[config.mk]
export PLATFORM = sky130hd
export DESIGN_NAME = receiver
export DESIGN_NICKNAME = d
export VERILOG_FILES = /design/src/rtl/receiver.sv
export SDC_FILE = /design/constraint.sdc
export NUM_CORES = 1
export LEC_CHECK = 0
export ABC_AREA = 0
export BUFFER_PORTS_ARGS = -buffer_cell sky130_fd_sc_hd__buf_4
export CORE_MARGIN = 2
export CORE_UTILIZATION = 56
export DETAILED_ROUTE_END_ITERATION = 10
export GPL_TIMING_DRIVEN = 0
export PLACE_DENSITY_LB_ADDON = 0.08
export SYNTH_ARGS = -nofsm -noshare
export SYNTH_HDL_FRONTEND = slang
export SYNTH_SLANG_ARGS = --single-unit
[constraint.sdc]
create_clock -name clk -period 2 [get_ports clk]
set_clock_uncertainty 0.2 [all_clocks]
set_input_delay 0.1 -clock clk [delete_from_list [all_inputs] [get_ports clk]]
set_output_delay 0.1 -clock clk [all_outputs]
set_load 0.02 [all_outputs]
[src/rtl/receiver.sv]
// SPART receive stage: 2-flop rxd synchronizer, 16x oversampled 8N1 deframer,
// receive buffer with rda / framing-error / overrun status cleared by a bus read.
module receiver (
  input  logic       clk,
  input  logic       rst,
  input  logic       baud_r_enable,
  input  logic       rxd,
  input  logic       read_en,
  output logic [7:0] data,
  output logic       rda,
  output logic       ferr,
  output logic       ovr,
  output logic       busy
);

  typedef enum logic [1:0] {
    IDLE  = 2'd0,
    START = 2'd1,
    DATA  = 2'd2,
    STOP  = 2'd3
  } state_t;

  state_t      r_state;
  logic        r_sync1;
  logic        r_sync2;
  logic [3:0]  r_tick_cnt;
  logic [2:0]  r_bit_cnt;
  logic [7:0]  r_sh;
  logic [7:0]  r_data;
  logic        r_rda;
  logic        r_ferr;
  logic        r_ovr;
  logic        r_busy;
  logic        w_rxd_s;

  assign w_rxd_s = r_sync2;

  // NOTE: sequential state always uses non-blocking (<=) so every flop samples pre-edge values.
  always_ff @(posedge clk or posedge rst) begin
    if (rst) begin
      r_sync1 <= 1'b1;
      r_sync2 <= 1'b1;
    end else begin
      r_sync1 <= rxd;
      r_sync2 <= r_sync1;
    end
  end

  always_ff @(posedge clk or posedge rst) begin
    if (rst) begin
      r_state    <= IDLE;
      r_tick_cnt <= 4'd0;
      r_bit_cnt  <= 3'd0;
      r_sh       <= 8'h00;
      r_data     <= 8'h00;
      r_rda      <= 1'b0;
      r_ferr     <= 1'b0;
      r_ovr      <= 1'b0;
      r_busy     <= 1'b0;
    end else begin
      if (read_en) begin
        r_rda  <= 1'b0;
        r_ferr <= 1'b0;
        r_ovr  <= 1'b0;
      end
      if (baud_r_enable) begin
        unique case (r_state)
          IDLE: begin
            if (!w_rxd_s) begin
              r_state    <= START;
              r_tick_cnt <= 4'd0;
              r_busy     <= 1'b1;
            end
          end
          START: begin
            if (r_tick_cnt == 4'd7) begin
              if (!w_rxd_s) begin
                r_state    <= DATA;
                r_tick_cnt <= 4'd0;
                r_bit_cnt  <= 3'd0;
              end else begin
                r_state <= IDLE;
                r_busy  <= 1'b0;
              end
            end else begin
              r_tick_cnt <= r_tick_cnt + 4'd1;
            end
          end
          DATA: begin
            if (r_tick_cnt == 4'd15) begin
              r_sh       <= {w_rxd_s, r_sh[7:1]};
              r_tick_cnt <= 4'd0;
              r_bit_cnt  <= r_bit_cnt + 3'd1;
              if (r_bit_cnt == 3'd7) r_state <= STOP;
            end else begin
              r_tick_cnt <= r_tick_cnt + 4'd1;
            end
          end
          STOP: begin
            if (r_tick_cnt == 4'd15) begin
              // Completion overrides a coincident read; ovr keeps its value then.
              r_state    <= IDLE;
              r_busy     <= 1'b0;
              r_tick_cnt <= 4'd0;
              r_data     <= r_sh;
              r_rda      <= 1'b1;
              r_ferr     <= ~w_rxd_s;
              r_ovr      <= (r_rda && !read_en) ? 1'b1 : r_ovr;
            end else begin
              r_tick_cnt <= r_tick_cnt + 4'd1;
            end
          end
          default: r_state <= IDLE;
        endcase
      end
    end
  end

  assign data = r_data;
  assign rda  = r_rda;
  assign ferr = r_ferr;
  assign ovr  = r_ovr;
  assign busy = r_busy;

endmodule

# Word level (Yosys, flattened, before mapping)
# Index checks and enable logic that the tools add are counted.
# op_classes
n_lt_le_gt_ge,0
n_addsub,2
multipliers,0
n_reduce_logical,11
n_mux,33
n_div,0
shift,0
n_eq_ne,14
bitwise,1
# op_table
cell,n
2-to-1 mux 1 bit,17
inequality test 2 bit (second input constant),7
2-to-1 mux 2 bit,6
2-to-1 mux 4 bit,3
one-hot mux 4 bit (3 select lines),1
AND reduction 6 bit,2
2-to-1 mux 3 bit,3
one-hot mux 2 bit (4 select lines),1
one-hot mux 3 bit (2 select lines),1
AND reduction 3 bit,2
AND reduction 5 bit,1
adder 4 x 1 -> 4 bit (second input constant),1
== test 2 bit (second input constant),2
== test 4 x 3 -> 1 bit (second input constant),1
== test 4 bit (second input constant),1
inequality test 4 bit (second input constant),1
adder 3 x 1 -> 3 bit (second input constant),1
== test 3 bit (second input constant),1
one-hot mux 1 bit (3 select lines),1
nonzero test 3 bit,1
== test 2 x 1 -> 1 bit (second input constant),1
zero test 2 bit,1
nonzero test 2 bit,1
OR reduction 2 bit,1
3 further kinds,3
# word_totals
mem_bits_ro,0
reg_bits,31
latch_bits,0
memories,0
word_cells,72
mem_bits_rw,0
out_inout_bits,12

# Depth between registers and ports, before layout
# depth
depth_word,6
ltp_mapped,7
ltp_nobuf,5

# Least setup slack after synthesis
# No wires, ideal clock.
# synth_path
path_kind,register -> register
from,register r_tick_cnt[0]
to,register r_sh[0]
period_less_slack_ns,1.767
required_time_ns,1.675
slack_ns,0.233
setup_ns,0.125
path_stages_with_launch,6
arrival_time_ns,1.442
path_cell_list,dfrtp_1 > ha_1 > and3_4 > and3_4 > buf_12 > mux2_4
# synth_via
elab_chain_cells,2
# synth_lines
item,line,rtl
"start, declared",26,logic [3:0] r_tick_cnt;
"start signal, assigned",86,r_tick_cnt <= r_tick_cnt + 4'd1;
"start signal, assigned",96,r_tick_cnt <= r_tick_cnt + 4'd1;
"start signal, assigned",110,r_tick_cnt <= r_tick_cnt + 4'd1;
== test 4 bit,90,if (r_tick_cnt == 4'd15) begin
AND reduction 3 bit (no line),--,
"end signal, assigned",91,"r_sh <= {w_rxd_s, r_sh[7:1]};"
"end, declared",28,logic [7:0] r_sh;
# No other way between the ends.
# A chain may end at the register's enable or synchronous reset.

# Final worst setup path
# layout_path
from,register r_tick_cnt[0]
to,register r_sh[5]
# The elaborated chain is that of the path after synthesis.

==> results.cfg <==
[clock_tree]
clockBufferDepth = 2
cts_resized = 0
postCtsSetupBuffers = 0
clk_pin_slew_ns = 0.09
cts_tree = yes
cts-buffers-inserted = 5
cts.sinks = 31
clock_latency_ns = 0.33
htreeDepth = 2
root_buffer = clkbuf_4

[die]
initial_utilization_pct = 58.6
die_w_um = 54.9
dieArea_sq_um = 3020
num_io_pins = 17
num_rows = 18
dieHeight_um = 54.9
fp.coreArea_sq_um = 2480

[worst_setup_path]
cp.arrival_ns = 1.93
crit_fanout = 10
worstPathRequired_ns = 2.03
rrSetupSlack_ns = 0.1
crit_type = reg -> reg
end_kind = flop
crit_path_start_kind = flop

[timing]
worst_pin_slew_ns = 1.14
period_share_pct = 95.2
fin_tns_setup_ns = 0
setup_viol = 0
rsz0062_at_grt = no
hold_viol = 0
slew_viol_final = 0
slew_headroom_pct = 23.9
fmax_mhz = 525
finalCriticalPeriod_ns = 1.90
hold_ws_ns = 0.160

[power_and_ir_drop]
ir_drop_mv = 0.815
p_per_area_nw_per_um2 = 968
total_power_mw = 1.65
power.static_leakage_nw = 0.863

[yosys]
ys_warn_count = 0
synthArstFlopShare_pct = 100
ys_types = 34
ys_seq_elements = 31
syn_nets = 134
synth_edf_count = 0
synthFlopType = dfrtp_1
synth.avg_cell_area_sq_um = 11.5
synth_area_sq_um = 1450
synth_seq_area_share_pct = 53.6
syn-instance-count = 126

[placement]
post_dp_cell_area_sq_um = 1610
portBuffers = 16
gp_congestion = 0.908
hpwl_um = 1720

[hold_path]
min_path_type = reg -> reg

[route]
drt-total-wl_um = 2500
wl_per_cell_um = 13.6
drtIter0Drc = 16
vias = 991
viasPerCell = 5.39
ant_nets = 0
first_pass_iters = 4
drc = 0

[layout]
seq_area_sq_um = 778
antenna_cells = 0
nFillCells = 197
fin_area_sq_um = 1710
nNetsFinal = 161
multiInputGateArea_sq_um = 583
area_delta_synth_final_pct = 17.8
drive_gt1_share_pct = 29.9

[grt]
grt_max_degree = 32
antenna_found_initial = 0
grt_pass1_vias = 945
grtUsageTotal_pct = 20.0
grt_pass1_wl_um = 4080
grt.overflow.total = 0

[flow_run]
max-cap-violations = 0

[outcome]
status = finished clean
==> report_power, final <==
group	internal, mW	total [mW]	switching [mW]
registers	0.712	0.772	0.0609
clock network	0.170	0.380	0.210
logic	0.234	0.502	0.268
==> per-stage QoR <==
stage	cells	util [%]	worst slack [ns]
3_5_place_dp	172	64.9	0.116
4_1_cts	184	69.0	0.108
3_3_place_gp	172	64.9	0.141
2_1_floorplan	126	-	0.233
6_report	184	69.0	0.0968
5_1_grt	184	69.0	0.00786
==> final timing paths <==
kind,start,endpoint,cells past startpoint
max,r_tick_cnt[0],r_sh[5],5
min,r_sync1,r_sync2,0
max reg2reg,r_tick_cnt[0],r_sh[5],5
min reg2reg,r_sync1,r_sync2,0
max in group asynchronous,rst,r_tick_cnt[1],3
min in group asynchronous,rst,data[7],3
==> flip-flops by register name, summed over array words and instances, names as in the netlist, named ones only <==
| signal | count |
|---|---|
| r_sync1 | 1 |
| data | 8 |
| r_state | 1 |
| r_bit_cnt | 3 |
| rda | 1 |
| r_sh | 8 |
| ferr | 1 |
| ovr | 1 |
| busy | 1 |
| r_tick_cnt | 4 |
| r_sync2 | 1 |
==> critical path: stages (launching register included) <==
cell and delay [ns]:
dfrtp_1 0.38, ha_1 0.31, and3_4 0.24, and3_4 0.22, buf_12 0.14, mux2_4 0.30
==> metal layers <==
layer	vias to the layer above	GRT usage (%)	share of wire, %
li1	487	-	-
met5	-	0	0
met1	478	24.4	49
met4	0	8.54	1.6
met3	5	8.06	4.9
met2	21	31.5	44
==> area by class of cell <==
| class | instances | area share, % |
|---|---|---|
| multi-input combinational | 83 | 34.1 |
| tap | 30 | 2.20 |
| inverter | 5 | 1.10 |
| timing repair buffer | 20 | 9.37 |
| clock buffer | 7 | 3.22 |
| buffer | 7 | 4.17 |
| sequential | 31 | 45.5 |
| clock inverter | 1 | 0.293 |
==> what timing repair did <==
action | CTS | global route
endpoints found under the setup margin | 0 | 0
endpoints found under the hold margin | 35 | 0
hold buffers | 4 | 0
==> cells in the final DEF, fill, tap and decap left out, types with 3 or more instances in the layout <==
master          n
buf_4          17
mux2_4          8
nand3_1         3
dlygate4sd3_1   4
a22o_1          3
dfrtp_1        29
o21ai_0         7
a21oi_1         3
clkbuf_4        5
ha_1            3
inv_1           5
buf_6           3
nand2_1        30
==> Yosys cell counts, types with 2 or more instances <==
master | instances | area, sq um
mux2_2 | 2 | 22.5
and3_4 | 2 | 22.5
a22o_1 | 3 | 26.3
a32o_1 | 2 | 20.0
nand3_1 | 3 | 15.0
o21ai_0 | 7 | 35.0
dfrtp_1 | 29 | 726
a21oi_1 | 3 | 15.0
ha_1 | 3 | 37.5
a31oi_1 | 2 | 12.5
buf_6 | 3 | 33.8
nor2_1 | 2 | 7.51
nand2_1 | 30 | 113
buf_2 | 2 | 10.0
mux2_4 | 8 | 120
nor2b_1 | 2 | 12.5
dfstp_2 | 2 | 52.6
inv_1 | 5 | 18.8
==> logic make-up (layout without fill, tap and decap cells) <==
kind of cell	count (synthesis)	after routing	synth area share [%]
buffers and inverters	12	40	6.21
and+or+nand+nor	46	46	15.7
muxes	11	11	10.5
AOI/OAI and AO/OA	22	22	10.8
xor gates and xnor gates	1	1	0.604
adders and majority gates	3	3	2.59
DFF	31	31	53.6
(Power assumes the default switching activity.)
